### src/rtl/mbist_march_engine.sv
// mbist_march_engine
//   Memory BIST controller running March Y or March C- over a 2**AW x DW
//   single-port memory, using a programmable data background. It records
//   the first failing read and keeps a saturating count of all miscompares.
// Ports
//   clk, rst (sync, active-low)   clock and reset
//   start, alg_sel, bg_pattern    test request; algorithm and background are
//                                 sampled together with an accepted start
//   busy, done, pass              handshake and overall result
//   mem_addr/we/re/wdata/rdata    direct drive of the memory macro port
//   fail_valid/addr/elem/exp/act  first miscompare record (sticky)
//   fail_cnt                      total miscompares, saturating
module mbist_march_engine #(
  parameter int DW     = 8,
  parameter int AW     = 4,
  parameter int RD_LAT = 1,
  parameter int FCW    = 8
) (
  input  logic          clk,
  input  logic          rst,
  input  logic          start,
  input  logic          alg_sel,
  input  logic [DW-1:0] bg_pattern,
  output logic          busy,
  output logic          done,
  output logic          pass,
  output logic [AW-1:0] mem_addr,
  output logic          mem_we,
  output logic          mem_re,
  output logic [DW-1:0] mem_wdata,
  input  logic [DW-1:0] mem_rdata,
  output logic          fail_valid,
  output logic [AW-1:0] fail_addr,
  output logic [2:0]    fail_elem,
  output logic [DW-1:0] fail_exp,
  output logic [DW-1:0] fail_act,
  output logic [FCW-1:0] fail_cnt
);

  typedef enum logic [1:0] {IDLE, RUN, DRAIN, DONE} state_t;

  state_t state_reg, state_next;

  // Number of operations applied at each address of an element.
  function automatic logic [1:0] elem_len(input logic alg, input logic [2:0] e);
    if (!alg) return (e == 3'd1 || e == 3'd2) ? 2'd3 : 2'd1;
    else      return (e == 3'd0 || e == 3'd5) ? 2'd1 : 2'd2;
  endfunction

  function automatic logic elem_down(input logic alg, input logic [2:0] e);
    if (!alg) return (e == 3'd2);
    else      return (e == 3'd3 || e == 3'd4);
  endfunction

  // Returns {is_write, uses_inverted_background}.
  function automatic logic [1:0] op_kind(input logic alg, input logic [2:0] e,
                                         input logic [1:0] o);
    logic [1:0] k;
    k = 2'b00;
    if (e == 3'd0) begin
      k = 2'b10;
    end else if (!alg) begin
      // E1 = r0,w1,r1 ; E2 = r1,w0,r0 ; E3 = r0
      case (o)
        2'd0:    k = (e == 3'd2) ? 2'b01 : 2'b00;
        2'd1:    k = (e == 3'd1) ? 2'b11 : 2'b10;
        default: k = (e == 3'd1) ? 2'b01 : 2'b00;
      endcase
    end else begin
      // Odd elements r0,w1 ; even elements r1,w0 ; final element r0
      if (e == 3'd5)  k = 2'b00;
      else if (e[0])  k = (o == 2'd0) ? 2'b00 : 2'b11;
      else            k = (o == 2'd0) ? 2'b01 : 2'b10;
    end
    return k;
  endfunction

  logic          alg_reg;
  logic [DW-1:0] bg_reg;
  logic [2:0]    elem_reg;
  logic [1:0]    op_reg;
  logic [AW-1:0] addr_reg;
  logic          seq_end_reg;
  logic [2:0]    drain_cnt_reg;
  logic [2:0]    bus_elem_reg;
  logic [DW-1:0] bus_exp_reg;

  logic          accept, issue, iss_alg, iss_down, addr_end, end_next;
  logic [DW-1:0] iss_bg, iss_data;
  logic [2:0]    iss_elem, last_elem, pos_elem_next;
  logic [1:0]    iss_op, iss_len, iss_kind, pos_op_next;
  logic [AW-1:0] iss_addr, pos_addr_next;

  // The op issued at the accepting edge comes straight from the inputs so
  // that it reaches the bus in the very next cycle.
  always_comb begin
    accept    = start && (state_reg == IDLE || state_reg == DONE);
    issue     = accept || (state_reg == RUN && !seq_end_reg);
    iss_alg   = accept ? alg_sel    : alg_reg;
    iss_bg    = accept ? bg_pattern : bg_reg;
    iss_elem  = accept ? 3'd0       : elem_reg;
    iss_op    = accept ? 2'd0       : op_reg;
    iss_addr  = accept ? '0         : addr_reg;
    iss_len   = elem_len(iss_alg, iss_elem);
    iss_down  = elem_down(iss_alg, iss_elem);
    iss_kind  = op_kind(iss_alg, iss_elem, iss_op);
    iss_data  = iss_kind[0] ? ~iss_bg : iss_bg;
    last_elem = iss_alg ? 3'd5 : 3'd3;
    addr_end  = iss_down ? (iss_addr == '0) : (iss_addr == '1);

    pos_elem_next = iss_elem;
    pos_op_next   = iss_op + 2'd1;
    pos_addr_next = iss_addr;
    end_next      = 1'b0;
    if (iss_op == iss_len - 2'd1) begin
      pos_op_next = 2'd0;
      if (addr_end) begin
        if (iss_elem == last_elem) begin
          end_next = 1'b1;
        end else begin
          pos_elem_next = iss_elem + 3'd1;
          pos_addr_next = elem_down(iss_alg, iss_elem + 3'd1) ? '1 : '0;
        end
      end else begin
        pos_addr_next = iss_down ? iss_addr - AW'(1) : iss_addr + AW'(1);
      end
    end
  end

  always_comb begin
    state_next = state_reg;
    case (state_reg)
      IDLE, DONE: if (accept) state_next = RUN;
      RUN:        if (seq_end_reg) state_next = DRAIN;
      DRAIN:      if (drain_cnt_reg == 3'(RD_LAT)) state_next = DONE;
      default:    state_next = IDLE;
    endcase
  end

  always_ff @(posedge clk) begin
    if (!rst) begin
      state_reg     <= IDLE;
      alg_reg       <= 1'b0;
      bg_reg        <= '0;
      elem_reg      <= 3'd0;
      op_reg        <= 2'd0;
      addr_reg      <= '0;
      seq_end_reg   <= 1'b0;
      drain_cnt_reg <= 3'd0;
      bus_elem_reg  <= 3'd0;
      bus_exp_reg   <= '0;
      mem_addr      <= '0;
      mem_we        <= 1'b0;
      mem_re        <= 1'b0;
      mem_wdata     <= '0;
    end else begin
      state_reg     <= state_next;
      drain_cnt_reg <= (state_reg == DRAIN) ? drain_cnt_reg + 3'd1 : 3'd0;
      if (accept) begin
        alg_reg <= alg_sel;
        bg_reg  <= bg_pattern;
      end
      if (issue) begin
        mem_we       <= iss_kind[1];
        mem_re       <= ~iss_kind[1];
        mem_addr     <= iss_addr;
        if (iss_kind[1]) mem_wdata <= iss_data;
        bus_elem_reg <= iss_elem;
        bus_exp_reg  <= iss_data;
        elem_reg     <= pos_elem_next;
        op_reg       <= pos_op_next;
        addr_reg     <= pos_addr_next;
        seq_end_reg  <= end_next;
      end else begin
        mem_we <= 1'b0;
        mem_re <= 1'b0;
      end
    end
  end

  // Read tag pipeline: stage RD_LAT-1 lines up with valid mem_rdata.
  for (genvar gi = 0; gi < RD_LAT; gi++) begin : g_stage
    logic          vld;
    logic [AW-1:0] addr;
    logic [2:0]    elem;
    logic [DW-1:0] xdata;
    if (gi == 0) begin : g_head
      always_ff @(posedge clk) begin
        if (!rst) begin
          vld <= 1'b0; addr <= '0; elem <= 3'd0; xdata <= '0;
        end else begin
          vld <= mem_re; addr <= mem_addr; elem <= bus_elem_reg; xdata <= bus_exp_reg;
        end
      end
    end else begin : g_tail
      always_ff @(posedge clk) begin
        if (!rst) begin
          vld <= 1'b0; addr <= '0; elem <= 3'd0; xdata <= '0;
        end else begin
          vld   <= g_stage[gi-1].vld;
          addr  <= g_stage[gi-1].addr;
          elem  <= g_stage[gi-1].elem;
          xdata <= g_stage[gi-1].xdata;
        end
      end
    end
  end

  logic cmp_fail;
  assign cmp_fail = g_stage[RD_LAT-1].vld && (mem_rdata != g_stage[RD_LAT-1].xdata);

  always_ff @(posedge clk) begin
    if (!rst || accept) begin
      fail_valid <= 1'b0;
      fail_addr  <= '0;
      fail_elem  <= 3'd0;
      fail_exp   <= '0;
      fail_act   <= '0;
      fail_cnt   <= '0;
    end else if (cmp_fail) begin
      if (!fail_valid) begin
        fail_valid <= 1'b1;
        fail_addr  <= g_stage[RD_LAT-1].addr;
        fail_elem  <= g_stage[RD_LAT-1].elem;
        fail_exp   <= g_stage[RD_LAT-1].xdata;
        fail_act   <= mem_rdata;
      end
      if (fail_cnt != '1) fail_cnt <= fail_cnt + FCW'(1);
    end
  end

  assign busy = (state_reg == RUN) || (state_reg == DRAIN);
  assign done = (state_reg == DONE);
  assign pass = done && !fail_valid;

endmodule
### config.mk
export PLATFORM = sky130hd
export DESIGN_NAME = mbist_march_engine
export DESIGN_NICKNAME = d
export VERILOG_FILES = /design/src/rtl/mbist_march_engine.sv
export SDC_FILE = /design/constraint.sdc
export NUM_CORES = 1
export LEC_CHECK = 0
export ABC_AREA = 1
export ABC_CLOCK_PERIOD_IN_PS = 5100
export CAP_MARGIN = 20
export CORE_MARGIN = 2
export CORE_UTILIZATION = 55
export CTS_CLUSTER_SIZE = 8
export DETAILED_ROUTE_END_ITERATION = 8
export PLACE_DENSITY = 0.9
export SETUP_SLACK_MARGIN = 0.3
export SYNTH_ARGS = -nofsm -noshare
export SYNTH_HDL_FRONTEND = slang
export SYNTH_SLANG_ARGS = --single-unit
### constraint.sdc
create_clock -name clk -period 5.1 [get_ports clk]
set_input_delay 1.53 -clock clk [delete_from_list [all_inputs] [get_ports clk]]
set_output_delay 1.53 -clock clk [all_outputs]
set_load 0.05 [all_outputs]
# After elaboration in Yosys (flattened, before gate mapping)
# Index checks and enable logic that the tools add are counted.
[op_classes]
n_addsub = 7
eq_ne = 21
mux = 42
bitwise_logic = 3
n_reduce_logical = 26
[ops]
columns = ["cell", "n"]
rows = [
  ["2-bit two-way mux", 14],
  ["4-bit two-way mux", 6],
  ["8-bit two-way mux", 2],
  ["3-bit two-way mux", 5],
  ["1-bit two-way mux", 13],
  ["3-bit by 2-bit == test with 1-bit output (second input constant)", 4],
  ["2-bit AND reduction", 5],
  ["3-bit == test (second input constant)", 3],
  ["8-bit by 1-bit adder with 8-bit output (second input constant)", 1],
  ["1-bit logical OR", 8],
  ["8-bit inequality test", 1],
  ["8-bit inequality test (second input constant)", 1],
  ["8-bit inverter", 1],
  ["3-bit by 1-bit adder with 3-bit output (second input constant)", 2],
  ["3-bit by 1-bit == test with 1-bit output (second input constant)", 2],
  ["2-bit inequality test (second input constant)", 3],
  ["2-bit case mux with 3 select lines", 1],
  ["4-bit by 1-bit adder with 4-bit output (second input constant)", 1],
  ["2-bit by 1-bit == test with 1-bit output (second input constant)", 2],
  ["2-bit == test (second input constant)", 2],
  ["4-bit == test (second input constant)", 1],
  ["1-bit logical AND", 4],
  ["2-bit zero test", 2],
  ["4-bit zero test", 1],
  ["11 further kinds", 14],
]
[totals]
ff_bits = 97
inputBits = 20
out_inout_bits = 49
wordCells = 123

# Depth between registers and ports, before layout
[logic_depth]
word_depth = 15
mapped_depth = 21
mapped_depth_nobuf = 21

# Worst setup path after synthesis
# No wires, ideal clock.
[synth_timing]
kind = "input -> register"
startpoint = "input port start"
endpoint = "register addr_reg[3]"
setup_ns = 0.116
t_arrival_ns = 3.455
t_required_ns = 4.984
setup_slack_ns = 1.529
stages = 18
path_buffers = 0
path_cell_list = "nand2_4 nand2_1 inv_1 ha_1 nand2_2 nand3_4 nand2_4 inv_1 ha_1 nand2_1 o21ai_0 nand3_1 nand2_1 nand2_1 nand3_1 nand3_1 nand2_1 a21oi_1"
[synth_via]
elab_chain_cells = 13
elab_cells_between_ends = 42
classes_between = "add/sub: 4; eq/ne: 11; mux: 19; reduce/logical: 8"
[synth_rtl]
columns = ["element", "line_no", "rtl"]
rows = [
  ["start, declared", "21", "input logic start,"],
  ["1-bit logical AND (*)", "97", "accept = start && (state_reg == IDLE || state_reg == DONE);"],
  ["3-bit two-way mux (*)", "101", "iss_elem = accept ? 3'd0 : elem_reg;"],
  ["via iss_elem[1]", "90", "logic [2:0] iss_elem, last_elem, pos_elem_next;"],
  ["3-bit by 1-bit adder with 3-bit output", "122", "pos_addr_next = elem_down(iss_alg, iss_elem + 3'd1) ? '1 : '0;"],
  ["3-bit by 2-bit == test with 1-bit output or 3-bit == test (tied branches)", "52", "else return (e == 3'd3 || e == 3'd4);"],
  ["1-bit logical OR", "52", ""],
  ["1-bit two-way mux", "51", "if (!alg) return (e == 3'd2);"],
  ["1-bit two-way mux", "118", "if (iss_elem == last_elem) begin"],
  ["1-bit two-way mux", "117", "if (addr_end) begin"],
  ["1-bit two-way mux", "115", "if (iss_op == iss_len - 2'd1) begin"],
  ["4-bit two-way mux", "122", ""],
  ["4-bit two-way mux", "118", ""],
  ["4-bit two-way mux", "117", ""],
  ["4-bit two-way mux (*)", "115", ""],
  ["end signal, assigned", "172", "addr_reg <= pos_addr_next;"],
  ["end, declared", "82", "logic [AW-1:0] addr_reg;"],
]
# The timed path passes the listed nets; every way through them passes the cells marked *. The select of a mux whose other input is x is not followed.
# A chain may end at the register's enable or synchronous reset.

# Worst setup path after layout
# Ends and elaborated chain as after synthesis.

==> metrics.csv <==
metric,value,unit
outcome,completed,
critical path launch point type,input pin,
DR vias,3890,
Post-Syn Area,0.00458,mm2
largest net degree at the start of global routing,33,
share of post-route cells with drive strength above 1,0.109,
htree depth,3,
worst skew pair latency,360,ps
Synth Warn #,0,
number of cells on the worst reg-to-reg path,20,
reg2reg start,state_reg[0],
final number of setup-violating endpoints,0,
core area,0.00813,mm2
Worst Hold Path EP,g_stage[0].xdata[0],
post-synthesis sequential area ratio,0.424,
Worst-Margin Slew,1100,ps
Flop pwr share,0.356,
"Distinct cells, synth",45,
number of CTS-inserted buffers,9,
#FFs+latches synth,97,
Clk pwr share,0.162,
area grow syn2layout,19.1,%
row cnt,33,
global-route wire length before repair,16700,um
combinational power share,0.482,
count of pins over their slew limit,0,
Finished Core Util,0.671,
Initial Util,0.563,
top_reg_cell synth,dfxtp_1,
Clock Skew,8.40,ps
Final Wtd Congestion,0.941,
Num Clock Sinks,97,
vias per inst,5.26,
drc violations,0,
Root Buffer,clkbuf_8,
starting DRC count in detailed routing,270,
Peak VDD IR,0.626,mV
placed instance area,0.00529,mm2
PD cells,502,mW/mm2
final hold vios,0,
post-CTS setup buffer count,0,
ANT nets after route,0,
FF-to-FF setup slack,1910,ps
antenna violations before repair,0,
vias in the first global route,3651,
Psw,1.23,mW
number of synthesized flops with an enable pin,0,
total track usage,0.233,
worst hold start,bus_exp_reg[0],
die footprint,0.00908,mm2
switch share,0.448,
HP Class,reg -> reg,
"most common cell after layout, fill and taps aside",nand2_1,
"commonest cells after routing, fill and taps aside","108 x nand2_1, 97 x dfxtp_1, 68 x clkdlybuf4s50_1",
crit path time final,4090,ps
achievable frequency,0.244,GHz
required time of the critical path,5320,ps
Final Cycle Share,0.803,
CTS Hold Buffers Added,0,
DRT Wirelength,10100,um
Longest Clk Path Bufs,2,
# diodes,0,
leak pwr,2.36,nW
clock slew seen by the registers of the worst setup and hold paths,90,ps
hold path depth,2,
Final Net Count,670,
Pwr Total,2.74,mW
setup TNS,0,ps
total iterations of the first detailed-routing run,5,
fin area,0.00546,mm2
critical path class,in -> reg,
Critical Path AT,4320,ps
RSZ-0062 raised after global routing,false,
port bufs,68,
DPL Wire Length,7260,um
ys async rst share,0,
hold_ws,427,ps
max-cap violation count,0,
FF-to-FF End,addr_reg[3],
CTS tree,yes,
Mean Syn Cell Area,8.07,um2
Worst Path Max Fanout,7,
CP Capture Type,register,
Post-Synthesis Cells,568,
WL/cell,13.6,um
# IOs,69,
layout filler cell count,641,
Slew headroom,0.262,
Syn Nets,607,
Chip Width,95.3,um
PostCTS Resize Cnt,0,
die height,95.3,um
GRT overflow,0,
Internal Power,1.51,mW
## cells by family after synthesis
| group | after synthesis | share of synthesized area |
|---|---|---|
| muxes | 8 | 0.0175 |
| adders and majority gates | 19 | 0.0535 |
| buffers and inverters | 92 | 0.0901 |
| and+or+nand+nor | 242 | 0.265 |
| DFF | 97 | 0.424 |
| xor gates and xnor gates | 18 | 0.0344 |
| AOI/OAI and AO/OA | 92 | 0.115 |
## critical path: stages
cell and delay [ps]:
clkdlybuf4s50_1 550, nand2_4 110, nand2_1 220, inv_1 140
ha_1 220, nand2_2 110, nand3_4 110, nand2_4 100
inv_1 80, ha_1 330, nand2_1 60, o21ai_0 210
nand3_1 130, nand2_1 80, nand2_1 50, nand3_1 60
nand3_1 70, nand2_1 70, a21oi_1 60
## synthesized netlist by cell type, types with 2 or more instances
library cell / number / area, um2
dfxtp_1: 97 / 1940
nand2_4: 11 / 124
inv_1: 61 / 229
buf_2: 4 / 20.0
clkinv_1: 2 / 7.51
buf_1: 3 / 11.3
ha_1: 18 / 225
a21oi_1: 44 / 220
nor2_4: 2 / 22.5
nand2_1: 108 / 405
nor3_1: 4 / 20.0
nand2_2: 11 / 68.8
o22ai_1: 8 / 50.1
o21ai_2: 3 / 26.3
o21ai_0: 17 / 85.1
inv_4: 3 / 18.8
clkbuf_1: 7 / 26.3
nand3_4: 3 / 52.6
nand4_1: 5 / 31.3
o21ai_1: 12 / 60.1
nand3_1: 52 / 260
nor3b_1: 2 / 15.0
xnor2_1: 16 / 140
xor2_1: 2 / 17.5
inv_2: 6 / 22.5
buf_6: 2 / 22.5
mux2i_1: 8 / 80.1
nor2_1: 36 / 135
nand3_2: 3 / 30.0
clkbuf_8: 2 / 27.5
nor2_2: 2 / 12.5
## worst max-delay path by stage
| stage | startpoint | to | cells after the start |
|---|---|---|---|
| after global routing | start | addr_reg[3] | 19 |
| final | start | addr_reg[3] | 19 |
| after CTS | start | addr_reg[3] | 19 |
| after global placement | start | addr_reg[3] | 19 |
| after detailed placement | start | addr_reg[3] | 19 |
| after floorplan | start | addr_reg[3] | 18 |
## area by class of cell
cell class,count,area (um2),share of cell area
timing repair buffer,72,711,0.130
tap,105,131,0.0241
clock inverter,5,31.3,0.00573
clock buffer,10,138,0.0252
inverter,72,278,0.0509
sequential,97,1940,0.356
multi-input combinational,379,2230,0.408
## through the flow
stage	worst slack, ps	std cells
2_1_floorplan	1530	568
3_3_place_gp	798	725
3_5_place_dp	656	725
4_1_cts	1030	740
5_1_grt	691	740
6_report	1010	740
## power by group through the flow
stage	combinational (mW)	sequential, mW	clock, mW
2_1_floorplan	0.928	1.10	0
3_3_place_gp	1.26	0.986	0
3_5_place_dp	1.31	0.991	0
4_1_cts	1.31	0.973	0.451
5_1_grt	1.45	0.990	0.478
6_report	1.32	0.975	0.445
## metal layers
| metal | vias up | GRT usage | share of wire |
|---|---|---|---|
| met2 | 107 | 0.397 | 0.48 |
| met3 | 12 | 0.0458 | 0.052 |
| met4 | 0 | 0.0894 | 0.015 |
| li1 | 1967 | - | - |
| met1 | 1804 | 0.291 | 0.45 |
| met5 | - | 0 | 0 |
(Power assumes the default switching activity.)
